**src/rtl/fifo_pkg.sv**
```systemverilog
// fifo_pkg: shared constants for the async FIFO read side.
// Default word width and output-buffer occupancy codes.
package fifo_pkg;

  localparam int DATA_W_DEF = 8;

  typedef logic [1:0] occ_t;

  localparam occ_t OCC_S0 = 2'd0;
  localparam occ_t OCC_S1 = 2'd1;
  localparam occ_t OCC_S2 = 2'd2;

endpackage

```
**src/rtl/fifo_rd_stream_if.sv**
```systemverilog
// fifo_rd_stream_if: valid/ready word stream leaving the
// FIFO read side toward the data processor.
interface fifo_rd_stream_if
  import fifo_pkg::*;
#(
  parameter int DATA_W = DATA_W_DEF
) ();

  logic              m_valid;
  logic              m_ready;
  logic [DATA_W-1:0] m_data;

  modport master (
    output m_valid,
    output m_data,
    input  m_ready
  );

  modport slave (
    input  m_valid,
    input  m_data,
    output m_ready
  );

endinterface

```
**src/rtl/fifo_out_buf2.sv**
```systemverilog
// fifo_out_buf2: 2-entry ring storage, write at tail, read at
// head; head entry is presented registered on rd_data.
module fifo_out_buf2
  import fifo_pkg::*;
#(
  parameter int DATA_W = DATA_W_DEF
) (
  input  logic              clk,
  input  logic              rst_n,
  input  logic              wr_en,
  input  logic [DATA_W-1:0] wr_data,
  input  logic              rd_en,
  output logic [DATA_W-1:0] rd_data
);

  logic [DATA_W-1:0] mem_q [2];
  logic [DATA_W-1:0] mem_d [2];
  logic              head_q;
  logic              head_d;
  logic              tail_q;
  logic              tail_d;

  // Advance tail on write, head on read.
  always_comb begin
    mem_d  = mem_q;
    head_d = head_q;
    tail_d = tail_q;
    if (wr_en) begin
      mem_d[tail_q] = wr_data;
      tail_d        = ~tail_q;
    end
    if (rd_en) begin
      head_d = ~head_q;
    end
  end

  // Storage and pointer registers; cleared so m_data reads 0.
  always_ff @(posedge clk or negedge rst_n) begin
    if (!rst_n) begin
      mem_q[0] <= '0;
      mem_q[1] <= '0;
      head_q   <= 1'b0;
      tail_q   <= 1'b0;
    end else begin
      mem_q[0] <= mem_d[0];
      mem_q[1] <= mem_d[1];
      head_q   <= head_d;
      tail_q   <= tail_d;
    end
  end

  assign rd_data = mem_q[head_q];

endmodule

```
**src/rtl/fifo_rd_stream.sv**
```systemverilog
// fifo_rd_stream: FIFO read port to valid/ready stream bridge.
// Optional pop statistics under `FIFO_RD_STATS_EN.
module fifo_rd_stream
  import fifo_pkg::*;
#(
  parameter int DATA_W = DATA_W_DEF,
  parameter int CNT_W  = 16
) (
  input  logic              rclk,
  input  logic              rrst_n,
  input  logic              empty,
  output logic              rd_enable_fifo,
  input  logic [DATA_W-1:0] rd_data,
  fifo_rd_stream_if.master  m
`ifdef FIFO_RD_STATS_EN
  ,
  output logic [CNT_W-1:0]  pop_count
`endif
);

  occ_t       occ_q;
  occ_t       occ_d;
  logic       inflight_q;
  logic       inflight_d;
  logic       xfer;
  logic [2:0] avail;

  // Occupancy state register and in-flight flag.
  always_ff @(posedge rclk or negedge rrst_n) begin
    if (!rrst_n) begin
      occ_q      <= OCC_S0;
      inflight_q <= 1'b0;
    end else begin
      occ_q      <= occ_d;
      inflight_q <= inflight_d;
    end
  end

  // Next occupancy: +1 on capture, -1 on transfer.
  always_comb begin
    occ_d = occ_q;
    case (occ_q)
      OCC_S0: begin
        if (inflight_q) occ_d = OCC_S1;
      end
      OCC_S1: begin
        if (inflight_q && !xfer) occ_d = OCC_S2;
        else if (!inflight_q && xfer) occ_d = OCC_S0;
      end
      OCC_S2: begin
        if (!inflight_q && xfer) occ_d = OCC_S1;
      end
      default: occ_d = OCC_S0;
    endcase
  end

  // Credit-based pop request, gated off while in reset.
  always_comb begin
    m.m_valid      = (occ_q != OCC_S0);
    xfer           = m.m_valid & m.m_ready;
    avail          = 3'(occ_q) + 3'(inflight_q) - 3'(xfer);
    rd_enable_fifo = rrst_n & ~empty & (avail < 3'd2);
    inflight_d     = rd_enable_fifo;
  end

  fifo_out_buf2 #(
    .DATA_W (DATA_W)
  ) u_buf (
    .clk     (rclk),
    .rst_n   (rrst_n),
    .wr_en   (inflight_q),
    .wr_data (rd_data),
    .rd_en   (xfer),
    .rd_data (m.m_data)
  );

`ifdef FIFO_RD_STATS_EN
  logic [CNT_W-1:0] pop_count_q;
  logic [CNT_W-1:0] pop_count_d;

  // Count accepted pops; wraps naturally.
  always_comb begin
    pop_count_d = pop_count_q;
    if (rd_enable_fifo) pop_count_d = pop_count_q + CNT_W'(1);
  end

  // Pop counter register.
  always_ff @(posedge rclk or negedge rrst_n) begin
    if (!rrst_n) pop_count_q <= '0;
    else         pop_count_q <= pop_count_d;
  end

  assign pop_count = pop_count_q;
`else
  // Counter width only matters with statistics enabled.
  logic [CNT_W-1:0] unused_cnt_w;
  assign unused_cnt_w = '0;
`endif

endmodule

```
**src/flat_wrapper.sv**
```systemverilog
// flat-port wrapper written by rule: the top's interface ports become plain ports
module fifo_rd_stream_flat import fifo_pkg::*;
#(
  parameter int DATA_W = DATA_W_DEF,
  parameter int CNT_W  = 16
)
  (rclk, rrst_n, empty, rd_enable_fifo, rd_data, m_m_valid, m_m_data, m_m_ready);
  fifo_rd_stream_if #(.DATA_W(DATA_W)) m_i ();
  input  logic rclk;
  input  logic rrst_n;
  input  logic empty;
  output logic rd_enable_fifo;
  input  logic [DATA_W-1:0] rd_data;
  output wire logic [$bits(m_i.m_valid)-1:0] m_m_valid;
  output wire logic [$bits(m_i.m_data)-1:0] m_m_data;
  input wire logic [$bits(m_i.m_ready)-1:0] m_m_ready;
  assign m_m_valid = m_i.m_valid;
  assign m_m_data = m_i.m_data;
  assign m_i.m_ready = m_m_ready;
  fifo_rd_stream #(.DATA_W(DATA_W), .CNT_W(CNT_W)) u_core (.rclk(rclk), .rrst_n(rrst_n), .empty(empty), .rd_enable_fifo(rd_enable_fifo), .rd_data(rd_data), .m(m_i));
endmodule
```
**config.mk**
```make
export PLATFORM = sky130hd
export DESIGN_NAME = fifo_rd_stream_flat
export DESIGN_NICKNAME = d
export VERILOG_FILES = /design/src/rtl/fifo_pkg.sv /design/src/rtl/fifo_rd_stream_if.sv /design/src/rtl/fifo_out_buf2.sv /design/src/rtl/fifo_rd_stream.sv /design/src/flat_wrapper.sv
export SDC_FILE = /design/constraint.sdc
export NUM_CORES = 1
export LEC_CHECK = 0
export CORE_MARGIN = 1.5
export CORE_UTILIZATION = 52
export DETAILED_ROUTE_END_ITERATION = 6
export PLACE_DENSITY = 0.82
export SLEW_MARGIN = 10
export SYNTH_ARGS = -nofsm -noshare
export SYNTH_HDL_FRONTEND = slang
export SYNTH_SLANG_ARGS = --single-unit
```
**constraint.sdc**
```tcl
create_clock -name rclk -period 3.2 [get_ports rclk]
set_input_delay 0.64 -clock rclk [delete_from_list [all_inputs] [get_ports rclk]]
set_output_delay 0.64 -clock rclk [all_outputs]
set_load 0.01 [all_outputs]
```
==> impl_summary.md <==
Place
Including well taps, the total number of placed cells is approximately 120. Once detailed placement completed, the half-perimeter wirelength came to 1250 µm. The number of I/O port buffers is 21.

Prior to clock tree synthesis, the placed netlist has a worst setup slack of -241 ps. The placed instance area is 1240 µm². The routability congestion estimate from global placement is 0.675.

Floorplanning
The die width is 46.7 µm. The number of cell rows is 15. The die covers 2180 µm². Pin placement for this block handled 22 I/O pins. The die is 46.7 µm tall.

The floorplan step defined a core boundary enclosing approximately 1800 µm². The initial core utilization is 0.564.

Critical path
The required arrival time at the worst endpoint is 2560 ps. The critical path startpoint category is an input port. The type of destination of the critical path is an output pin. Following the worst setup path forward leads to its endpoint at rd_enable_fifo. Traced cell by cell, the critical path runs through clkdlybuf4s50_1, and3b_1, o21ai_0, fa_1, xor2_1, nor3_2, clkbuf_2.

In this design, the stage delay of the slowest critical-path cell is 500 ps. The slowest stage of the critical path belongs to the cell sky130_fd_sc_hd__clkdlybuf4s50_1. The count of buffer and inverter cells on the critical path is 2. The startpoint identified for the worst register-to-register timing path is u_core.inflight_q. In this run the worst setup path begins at m_m_ready. The total number of cells along the worst setup path is 7. The kind of cell with the highest combined delay along the critical path is buffers and inverters. STA puts the critical path data arrival time at 2330 ps. The worst register-to-register path ends at u_core.u_buf.mem_q[8].

The worst register-to-register path has a setup slack of 1530 ps. The worst register-to-register path has a depth of 2. Along the worst path, the maximum fanout reaches 3. The category of the critical setup timing path is in -> out.

Logic synthesis
Counting every instance in the synthesized netlist gives 71. The number of nets handed over by synthesis was 84. The proportion of synthesized chip area in sequential cells is 0.528.

The cell area after synthesis is 995 µm². In this run, distinct cell masters in the synthesized netlist total 22. For this run, the number of Yosys warnings is 0. After synthesis the netlist holds a flip-flop and latch count of 21. The post-synthesis average cell area is 14.0 µm².

STA
The measured slew at the worst slew-check pin is 714 ps. Between clock sinks in the finished design, the worst skew comes to 5.52 ps. Headroom to the max-slew limit came out at 0.523.

Setup violations remaining at the end of the flow were counted as 0. The fmax is 337 MHz. The smallest setup slack after layout is 232 ps. The total negative slack is 0 ps. The final critical path time including I/O delays and setup is 2970 ps. Setup repair after global routing left no endpoint under its margin. The final clock period utilization by the worst path is 0.927. The final hold violation count is 0. The final hold slack is roughly 500 ps. The number of pins with negative max-slew slack in the final report is 0.

Finish
The number of diodes is 0. Of the cells placed in the final design, the portion with a size suffix greater than 1 is 0.354. With fillers left out, the area of the finished cells amounts to 1260 µm². The commonest non-fill, non-tap cell in the layout is sky130_fd_sc_hd__mux2_2. Once layout is complete, the utilization of the core stands at 0.716. The layout net count is 110. The area growth from synthesis to layout is 27.0%. The count of cells in the finished layout, fillers not included, comes to 121. The top cell types in the final layout, fill and taps aside, are 24 x sky130_fd_sc_hd__mux2_2, 21 x sky130_fd_sc_hd__dfrtp_1, 20 x sky130_fd_sc_hd__clkdlybuf4s50_1.

Power and ir drop
For this design the ratio of total power to cell area is between 900 and 1000 nW/µm². The maximum vdd ir drop is roughly 0.56 mV. The overall power is about 1.2 mW. The analysis attributes to cell leakage a power of around 0.53 nW.

Hold path
The class of the tightest hold or removal check is reg -> reg.

Global routing
The maximum number of pins on one net before global-route repair is 22. The via count of the first global-routing pass came to 643. For this run, global-route usage on met2 was measured as 0.333. In the global route stage, met3 resource usage came out at 0.0346.

For this run, the total global-route usage over all layers was measured as 0.199. The initial antenna violation count is 0. The global-route track usage on met1 is 0.257. met2 is the most crowded layer.

The wire length of the first global-routing pass is 2920 µm. Global routing finished with a remaining overflow of 0.

Clock network
The clock transition at the register clock pins on the worst setup and hold paths after CTS is ~110 ps. The CTS tree is done. Counting every sink on the clock net gives 21. The post-cts hold buffer count is 0. Counting along the longest clock path gives a buffer depth of 2. The CTS H-tree depth is 1.

The clock root buffer is sky130_fd_sc_hd__clkbuf_4. The later pin in the worst-skew pair is clocked with a latency of 290 ps. The total clock buffers created by CTS is 3.

Route
After detailed routing, the average wire length per cell comes to around 14 µm. The total via count after detailed routing is 632. The detailed router finished its first iteration with 6 violations. The residual antenna-violating net count after detailed routing is 0. The total length of routed wires is 1670 µm. Before antenna repair, the detailed router went through 4 iterations. The post-detailed-route via-to-cell ratio is between 5 and 6.

In the routed design, unresolved DRC markers number 0.

Job
Across the run, the number of max-cap violations was 0.

Status
The flow ran to the end, and the final reports show no timing, DRC or antenna violations.
-- final cells by class --
cell class / count / area [µm²]
inverters: 1 / 3.75
multi-input cells: 45 / 442
repair buffers: 25 / 235
fillers: 151 / 500
well taps: 25 / 31.3
flip-flops and latches: 21 / 526
clock buffers: 4 / 26.3
-- Yosys cell counts --
cell type                   count  area share
sky130_fd_sc_hd__nand4bb_1      1       0.011
sky130_fd_sc_hd__and3b_1        2       0.018
sky130_fd_sc_hd__nor4b_1        1      0.0088
sky130_fd_sc_hd__or2_2          1      0.0063
sky130_fd_sc_hd__buf_2          2       0.010
sky130_fd_sc_hd__fa_1           1       0.020
sky130_fd_sc_hd__nor2b_1        2       0.013
sky130_fd_sc_hd__o21ai_0        2       0.010
sky130_fd_sc_hd__buf_4          1      0.0075
sky130_fd_sc_hd__o311ai_0       1      0.0088
sky130_fd_sc_hd__nor3_1         1      0.0050
sky130_fd_sc_hd__nor4bb_1       1       0.010
sky130_fd_sc_hd__dfrtp_1       21        0.53
sky130_fd_sc_hd__xnor2_1        1      0.0088
sky130_fd_sc_hd__nand3b_1       1      0.0075
sky130_fd_sc_hd__buf_6          1       0.011
sky130_fd_sc_hd__mux2_2        24        0.27
sky130_fd_sc_hd__or4_1          1      0.0075
sky130_fd_sc_hd__nand2_1        2      0.0075
sky130_fd_sc_hd__inv_1          1      0.0038
sky130_fd_sc_hd__nor3b_1        1      0.0075
sky130_fd_sc_hd__xor2_1         2       0.018
-- sequential cells by signal, indices dropped and copies added, names as in the netlist --
register,count
u_core.u_buf.mem_q,16
u_core.occ_q,2
u_core.inflight_q,1
u_core.u_buf.head_q,1
u_core.u_buf.tail_q,1
-- repair_timing --
item                                   in CTS  in global routing
setup buffers                               0                  0
setup endpoints to repair                   1                  1
endpoints found under the hold margin       0                  0
pin swaps                                   0                  0
gates resized for setup                     1                  3
-- layer usage --
layer  part of all wire  wire, µm
met3              0.030        50
met1               0.45       756
met4              0.013        22
met2               0.50       839
met5                  0         0
-- worst min-delay path by stage --
| stage | startpoint | endpoint | slack [ps] | cells past startpoint |
|---|---|---|---|---|
| after global placement | u_core.u_buf.tail_q | u_core.u_buf.tail_q | 480 | 1 |
| after CTS | u_core.u_buf.tail_q | u_core.u_buf.tail_q | 510 | 1 |
| after floorplan | rrst_n | u_core.inflight_q | 340 | 0 |
| final | u_core.u_buf.tail_q | u_core.u_buf.tail_q | 500 | 1 |
| after global routing | u_core.u_buf.tail_q | u_core.u_buf.tail_q | 520 | 1 |
| after detailed placement | u_core.u_buf.tail_q | u_core.u_buf.tail_q | 490 | 1 |
-- power by group --
group | switching, mW | total, mW | internal (mW)
registers | 0.0958 | 0.488 | 0.393
logic | 0.180 | 0.544 | 0.364
clock network | 0.0715 | 0.120 | 0.0484
-- kinds of logic (layout without fill, tap and decap cells) --
kind of cell	count (synthesis)	in the layout	share of synthesized area
multiplexers	24	24	0.272
AND/OR/NAND/NOR	14	14	0.102
buffers and inverters	5	30	0.0327
AO/OA/AOI/OAI	3	3	0.0189
XOR/XNOR	3	3	0.0264
flip-flops	21	21	0.528
adder cells (fa/ha/maj)	1	1	0.0201
Note: power is estimated with default switching activity, not from simulation.
